$ cat config.mk
export PLATFORM = sky130hd
export DESIGN_NAME = backward_arbiter
export DESIGN_NICKNAME = d
export VERILOG_FILES = /design/src/rtl/backward_arbiter_pkg.sv /design/src/rtl/backward_arbiter_rr_pointer_picker.sv /design/src/rtl/backward_arbiter.sv
export SDC_FILE = /design/constraint.sdc
export NUM_CORES = 1
export LEC_CHECK = 0
export ABC_AREA = 1
export CORE_AREA = 2 2 39 41
export DETAILED_ROUTE_END_ITERATION = 7
export DIE_AREA = 0 0 41 43
export SKIP_CTS_REPAIR_TIMING = 1
export SYNTH_ARGS = -nofsm -noshare
export SYNTH_HDL_FRONTEND = slang
export SYNTH_SLANG_ARGS = --single-unit
$ cat constraint.sdc
create_clock -name ACLK -period 1.2 [get_ports ACLK]
set_input_delay 0.18 -clock ACLK [delete_from_list [all_inputs] [get_ports ACLK]]
set_output_delay 0.18 -clock ACLK [all_outputs]
set_load 0.05 [all_outputs]
$ cat src/rtl/backward_arbiter_pkg.sv
// Shared crossbar arbitration types and width helpers.
//   arb_state_t : arbiter FSM state (idle / burst locked)
//   mst_idw()   : bits needed for a master index
//   slv_idw()   : bits needed for a slave index
package backward_arbiter_pkg;

    typedef enum logic [0:0] {
        ARB_IDLE,
        ARB_LOCKED
    } arb_state_t;

    function automatic int unsigned mst_idw(input int unsigned masters);
        return $clog2(masters);
    endfunction

    function automatic int unsigned slv_idw(input int unsigned slaves);
        return $clog2(slaves);
    endfunction

endpackage

$ cat src/rtl/backward_arbiter_rr_pointer_picker.sv
// Combinational round-robin picker: returns the first set bit of req found by
// searching start_ptr, start_ptr+1, ... cyclically (wraps at width-1 -> 0, so
// width need not be a power of two).
//   req       : request vector
//   start_ptr : index with highest priority
//   grant     : selected index (start_ptr when nothing requests)
//   any_req   : at least one request present
module rr_pointer_picker #(
    parameter int unsigned width = 4
) (
    input  logic [width-1:0]         req,
    input  logic [$clog2(width)-1:0] start_ptr,
    output logic [$clog2(width)-1:0] grant,
    output logic                     any_req
);

    localparam int unsigned IW = $clog2(width);

    logic found;
    int unsigned idx;

    always_comb begin
        grant   = start_ptr;
        any_req = |req;
        found   = 1'b0;
        idx     = 0;
        for (int unsigned i = 0; i < width; i++) begin
            // start_ptr < width and i < width, so one subtraction wraps
            idx = int'(start_ptr) + i;
            if (idx >= width) begin
                idx = idx - width;
            end
            if (!found && req[idx]) begin
                grant = IW'(idx);
                found = 1'b1;
            end
        end
    end

endmodule

$ cat src/rtl/backward_arbiter.sv
// Per-master response-path arbiter. Picks which slave response FIFO pushes into
// this master's response FIFO, round-robin among slaves whose head targets this
// master, and holds the grant for a whole burst until its last beat moves.
//   ACLK / ARESETn     : clock, synchronous active-low reset
//   slave_fifo_empty   : per-slave response FIFO empty
//   slave_master_dest  : destination master of each slave FIFO head
//   slave_last         : head entry is the final beat of its burst
//   master_fifo_full   : this master's response FIFO is full
//   grant_valid        : granted slave has a beat for us (not gated by full)
//   grant_slave_number : currently selected slave
//   slave_pop          : one-hot pop strobe to the granted slave
//   burst_locked       : a multi-beat burst holds the grant
module backward_arbiter
    import backward_arbiter_pkg::*;
#(
    parameter int unsigned masters            = 2,
    parameter int unsigned slaves             = 2,
    parameter int unsigned i_am_master_number = 0
) (
    input  logic                          ACLK,
    input  logic                          ARESETn,
    input  logic                          slave_fifo_empty  [0:slaves-1],
    input  logic [mst_idw(masters)-1:0]   slave_master_dest [0:slaves-1],
    input  logic                          slave_last        [0:slaves-1],
    input  logic                          master_fifo_full,
    output logic                          grant_valid,
    output logic [slv_idw(slaves)-1:0]    grant_slave_number,
    output logic [slaves-1:0]             slave_pop,
    output logic                          burst_locked
);

    localparam int unsigned MST_IDW = mst_idw(masters);
    localparam int unsigned SLV_IDW = slv_idw(slaves);

    arb_state_t           state_q, state_d;
    logic [SLV_IDW-1:0]   rr_ptr_q, rr_ptr_d;
    logic [SLV_IDW-1:0]   locked_slave_q, locked_slave_d;

    logic [slaves-1:0]    req;
    logic [SLV_IDW-1:0]   rr_grant;
    logic                 rr_any;
    logic                 transfer;

    function automatic logic [SLV_IDW-1:0] next_ptr(input logic [SLV_IDW-1:0] g);
        return (g == SLV_IDW'(slaves - 1)) ? '0 : g + 1'b1;
    endfunction

    always_comb begin
        for (int unsigned i = 0; i < slaves; i++) begin
            req[i] = ~slave_fifo_empty[i] &
                     (slave_master_dest[i] == MST_IDW'(i_am_master_number));
        end
    end

    rr_pointer_picker #(
        .width (slaves)
    ) u_picker (
        .req       (req),
        .start_ptr (rr_ptr_q),
        .grant     (rr_grant),
        .any_req   (rr_any)
    );

    // Outputs: zero-cycle path from request to grant.
    always_comb begin
        grant_valid        = 1'b0;
        grant_slave_number = rr_ptr_q;
        slave_pop          = '0;
        burst_locked       = (state_q == ARB_LOCKED);
        if (state_q == ARB_LOCKED) begin
            // Other requesters are ignored; an absent head is a bubble.
            grant_slave_number = locked_slave_q;
            grant_valid        = req[locked_slave_q];
        end else begin
            grant_slave_number = rr_grant;
            grant_valid        = rr_any;
        end
        transfer = grant_valid & ~master_fifo_full;
        if (transfer) begin
            slave_pop[grant_slave_number] = 1'b1;
        end
    end

    // Next state: nothing moves without a transfer, so full never advances priority.
    always_comb begin
        state_d        = state_q;
        rr_ptr_d       = rr_ptr_q;
        locked_slave_d = locked_slave_q;
        if (transfer) begin
            unique case (state_q)
                ARB_IDLE: begin
                    if (slave_last[grant_slave_number]) begin
                        rr_ptr_d = next_ptr(grant_slave_number);
                    end else begin
                        state_d        = ARB_LOCKED;
                        locked_slave_d = grant_slave_number;
                    end
                end
                ARB_LOCKED: begin
                    if (slave_last[locked_slave_q]) begin
                        state_d  = ARB_IDLE;
                        rr_ptr_d = next_ptr(locked_slave_q);
                    end
                end
                default: state_d = ARB_IDLE;
            endcase
        end
    end

    always_ff @(posedge ACLK) begin
        if (!ARESETn) begin
            state_q        <= ARB_IDLE;
            rr_ptr_q       <= '0;
            locked_slave_q <= '0;
        end else begin
            state_q        <= state_d;
            rr_ptr_q       <= rr_ptr_d;
            locked_slave_q <= locked_slave_d;
        end
    end

endmodule

# After elaboration in Yosys (flattened, before gate mapping)
# Cells that the tools add are included.
# op_classes
n_addsub,5
n_eq_ne,2
bitwise_logic,12
magnitude_cmp,9
muxes,30
reduce_logical,6
# op_table
cell,count
$lt A32 B2 Y1 const B,2
$mux W32,2
$ge A32 B2 Y1 const B,1
$sub A32 B2 Y32 const B,1
$mux W1,24
$not A1 Y1,7
$reduce_and A3 Y1,2
$ge A2 B2 Y1 const B,2
$lt A1 B2 Y1 const B,2
$not A1 Y2,2
$pmux W1 S2,2
$and A1 B1 Y1,3
$sub A1 B2 Y3 const B,1
$add A1 B1 Y1 const B,2
$add A1 B1 Y2 const B,1
$ge A1 B2 Y1 const B,1
$logic_and A1 B1 Y1,2
$mux W2,1
$ne A2 B1 Y1 const B,1
$ne A2 B2 Y1 const B,1
$reduce_or A2 Y1,1
$demux W1 S1,1
$ge A1 B1 Y1 const B,1
$logic_not A1 Y1,1
# word_totals
out_inout_bits,5
ff_bits,3
inputBits,9
wordCells,67

# Depth between registers and ports, before layout
# Gate-level depths: netlist of the first run.
# depth
depth_word,15
mapped_depth,11
ltp_nobuf,11

# By module
# Synthesis of the first run repeated with hierarchy kept, for this count alone.
# unflattened
cells_unflattened,50
area_unflattened_um2,290.3
# modules_own_cells
mod,cells_each,instances,area_per_inst_um2,seq_area_each_um2
backward_arbiter,46,1,271.5,60.1
rr_pointer_picker,4,1,18.8,0.0

# Worst setup path before layout of the first run
# Ideal clock, no wire load.
# synth_timing
kind,reg2out
from,"reg state_q, in the netlist burst_locked"
to,out slave_pop[0]
path_stages_with_launch,4
t_required_ns,1.020
path_slack_ns,-1.065
path_buffers,0
arrival_ns,2.085
cell_sequence,dfxtp_1 a21oi_2 a21oi_1 nor2_1
# synth_between
elab_chain_len,6
# synth_lines
element,line,source
from (decl),backward_arbiter.sv:35,"arb_state_t state_q, state_d;"
from (signal assigned),backward_arbiter.sv:116,state_q <= state_d;
$mux W1 (*),backward_arbiter.sv:70,if (state_q == ARB_LOCKED) begin
net grant_slave_number,backward_arbiter.sv:27,"output logic [slv_idw(slaves)-1:0] grant_slave_number,"
$lt A1 B2 Y1 (not written as such) / $ge A1 B1 Y1 (equally long branches),backward_arbiter.sv:80,slave_pop[grant_slave_number] = 1'b1;
$logic_and A1 B1 Y1 (not written as such),backward_arbiter.sv:80,
$mux W1 (not written as such),backward_arbiter.sv:80,
$demux W1 S1 (*),backward_arbiter.sv:80,
$mux W2 (*),backward_arbiter.sv:79,if (transfer) begin
to (decl),backward_arbiter.sv:28,"output logic [slaves-1:0] slave_pop,"
# Mark *: on every way through the listed nets, which the timed path passes. The rest lies on a longest branch.

# Worst setup path after layout of the first run
# layout_timing
from,"reg state_q, in the netlist burst_locked"
to,out slave_pop[0]
# layout_between
elab_chain_len,6
# layout_lines
element,line
$mux W1,backward_arbiter.sv:70
$lt A1 B2 Y1 (not written as such) / $ge A1 B1 Y1 (equally long branches),backward_arbiter.sv:80
$logic_and A1 B1 Y1 (not written as such),backward_arbiter.sv:80
$mux W1 (not written as such),backward_arbiter.sv:80
$demux W1 S1,backward_arbiter.sv:80
$mux W2 (*),backward_arbiter.sv:79
# Mark *: on every way between the ends. The rest lies on a longest branch, timed or not.

==> results.md, run 1 <==
* H-Tree Depth at 1
* CTS max path bufs at 2
* GR Util met3 at 0.0471
* Mapped Cells at 51
* Setup slack after layout at -0.251 ns
* Outcome: complete, but fails checks
* I/O Buffers at 13
* CP top delay family: flip-flops
* I/O Pins at 14
* GR Util met2 at 0.153
* Simple-Gate Fraction of Synth Area at 0.491
* Die H at 43 microns
* Final Cell Area at 713 sq um
* Vias in the first global route at 317
* GRT Util Overall at 0.101
* Leakage at 0.375 nW
* Global-route wire length before repair at 1190 microns
* Register area share after synthesis at 0.207
* Root buffer cell: clkbuf_4
* Post-synth top area share at 0.207
* Largest family of logic cells by synthesized area: simple AND/OR/NAND/NOR gates
* Grt ovf at 0
* GP Congestion at 0.815
* Post-layout util at 0.515
* Distinct cells, synth at 14
* Pwr Density at 941 nW/um^2
* Post-synth EDFFs at 0
* Max transition margin at 0.842
* Clock network fraction of design power at 0.260
* Layout cells sized above 1 at 0.542
* Worst setup EP type: primary output
* Slowest stage cell, crit path: dfxtp_4
* Failing checks: negative setup slack
* WP buf/inv at 4
* DR vias at 396
* Initial DRT Pass Iterations at 3
* Routed length per placed instance at 9.21 microns
* Multiplexer area fraction after synthesis at 0
* Cell with the most instances after synthesis: nand2_1
* Worst-Margin Slew at 0.236 ns
* Clock skew at 0.00177 ns
* Critical path required time at 1.02 ns
* Clk sink count at 3
* Final period util at 1.21
* NetSw at 246 uW
* Worst vdd rail ir drop at 0.498 mV
* Compound-Gate Fraction of Synth Area at 0.121
* Max-cap violations at 0
* Worst-path clk slew at 0.04 ns
* CTS tree: built
* Most common flop cell mapped by yosys: dfxtp_1
* # setup viols final at 7
* DP HPWL at 621 microns
* Fin crit period at 1.45 ns
* Area Overhead vs Synth at 146%
* Synthesized net count at 60
* # rows at 14
* Initial core utilization at 0.210
* Top cells by count, synth: nand2_1, inv_1, nor2_1
* Placed Area at 568 sq um
* Synthesized area at 290 sq um
* Global routing's busiest layer: met2
* Synth Warn # at 0
* Worst Path Class, Setup: register to primary output
* Number of vias per cell at 4.00
* DRC at 0
* Post-place setup slack at -0.374 ns
* Crit-path max FO at 3
* Detailed router's first-iteration violation count at 4
* Post-synthesis adder-cell area fraction at 0
* Total routed wirelength at 912 microns
* Post-Synth XOR/XNOR Area at 0
* Max-slew violation count at 0
* Part of the power in registers at 0.174
* CP arrival at 1.27 ns
* Cell Chain, Critical Path: inv_4 -> nor2_4 -> inv_2 -> nand2_2 -> a21oi_4 -> inv_2 -> nor2_4 -> buf_12
* Syn avg cell area at 5.69 sq um
* Skew-Pair Late Insertion Delay at 0.23 ns
* Yosys top cell by area: dfxtp_1
* Ys async rst share at 0
* Final ANT Viol Nets at 0
* Max incr delay on CP at 0.35 ns
* Core area at 1380 sq um
* Final hold viol count at 0
* Die X at 41 microns
* Ant. Diodes at 0
* Switching power share of the total at 0.366
* Combinational power share at 0.566
* Largest net degree at the start of global routing at 5
* Register bit total from synthesis at 3
* Ranking of synthesized cells by area: dfxtp_1, nand2_1, inv_1
* CP startpoint kind: register
* Unrepaired setup endpoints after global routing: true
* M1 GR Usage at 0.118
* DIE AREA at 1760 sq um
* Internal power at 426 uW
* Tightest Hold Check Type: register to register
* Initial antenna violation count at 0
* Number of CTS-inserted buffers at 3
* Final #Nets at 93
* Max Clock Freq at 0.689 GHz
[layer usage]
layer,vias to the layer above,part of all wire
li1,215,-
met1,169,0.38
met2,12,0.55
met3,0,0.064
met4,0,0
met5,-,0
[layout make-up]
type	instances	area, sq um
Fill cell	135	671
Timing Repair Buffer	28	307
Multi-Input combinational cell	34	240
Sequential cell	3	65.1
Inverter	14	55.1
Clock buffer	4	26.3
Tap cell	16	20.0
[cell usage in the layout (no fill, tap or decap)]
master           synthesis  layout
a21oi_4                  1       3
buf_12                   0       5
buf_4                    0      14
buf_6                    0       1
clkbuf_1                 0       1
clkbuf_4                 0       3
clkdlybuf4s50_1          0       4
dfxtp_1                  3       1
dfxtp_2                  0       1
dfxtp_4                  0       1
dlymetal6s2s_1           0       4
inv_1                   12      11
inv_2                    2       2
inv_4                    0       1
nand2_1                 14      12
nand2_2                  3       4
nand2_4                  0       1
nand3_1                  3       1
nand3_2                  1       3
nand4_1                  2       2
nor2_1                   4       2
nor2_2                   3       2
nor2_4                   0       3
o21ai_2                  0       1
[cell families after synthesis]
kind of cell / after synthesis
compound gates: 4
buf+inv: 14
flops: 3
simple gates: 30
[tightest hold or removal path, cell delays in order (launching register included)]
cell	delay, ns
dfxtp_1	0.31
inv_1	0.05
nand2_1	0.04
inv_1	0.04
nor2_1	0.03
[power by group through the flow]
stage | Clock, mW | Sequential, mW | Combinational (mW)
after floorplan | 0 | 0.126 | 0.153
after global placement | 0 | 0.117 | 0.302
after detailed placement | 0 | 0.117 | 0.303
after CTS | 0.185 | 0.115 | 0.304
after global routing | 0.192 | 0.117 | 0.403
final | 0.174 | 0.117 | 0.380
[through the flow]
step / power [mW] / TNS (ns) / hold WS [ns] / instances
after floorplan: 0.279 / -0.517 / 0.301 / 51
after global placement: 0.418 / -2.19 / 0.506 / 86
after detailed placement: 0.420 / -2.26 / 0.507 / 86
after CTS: 0.605 / -1.59 / 0.516 / 90
after global routing: 0.713 / -1.43 / 0.568 / 99
final: 0.671 / -0.967 / 0.524 / 99
[registers in the layout, summed over array words and instances (netlist names)]
name            cells
burst_locked        1
locked_slave_q      1
rr_ptr_q            1
[final timing paths]
path	startpoint	to	slack, ns	cells after the start
setup reg to reg	burst_locked$_SDFFE_PN0P_	locked_slave_q$_SDFFE_PN0P_	-0.10	10
setup / recovery	burst_locked$_SDFFE_PN0P_	slave_pop[0]	-0.25	8
hold reg to reg	rr_ptr_q$_SDFFE_PN0P_	rr_ptr_q$_SDFFE_PN0P_	0.52	4
hold / removal	rr_ptr_q$_SDFFE_PN0P_	rr_ptr_q$_SDFFE_PN0P_	0.52	4
No activity file was read; power rests on OpenSTA's default activity.
==> run 2, diff against run 1 <==
- SLEW_MARGIN: not set -> 40
==> results of run 2 <==
Final layout, timing and power as in run 1 (identical DEF).
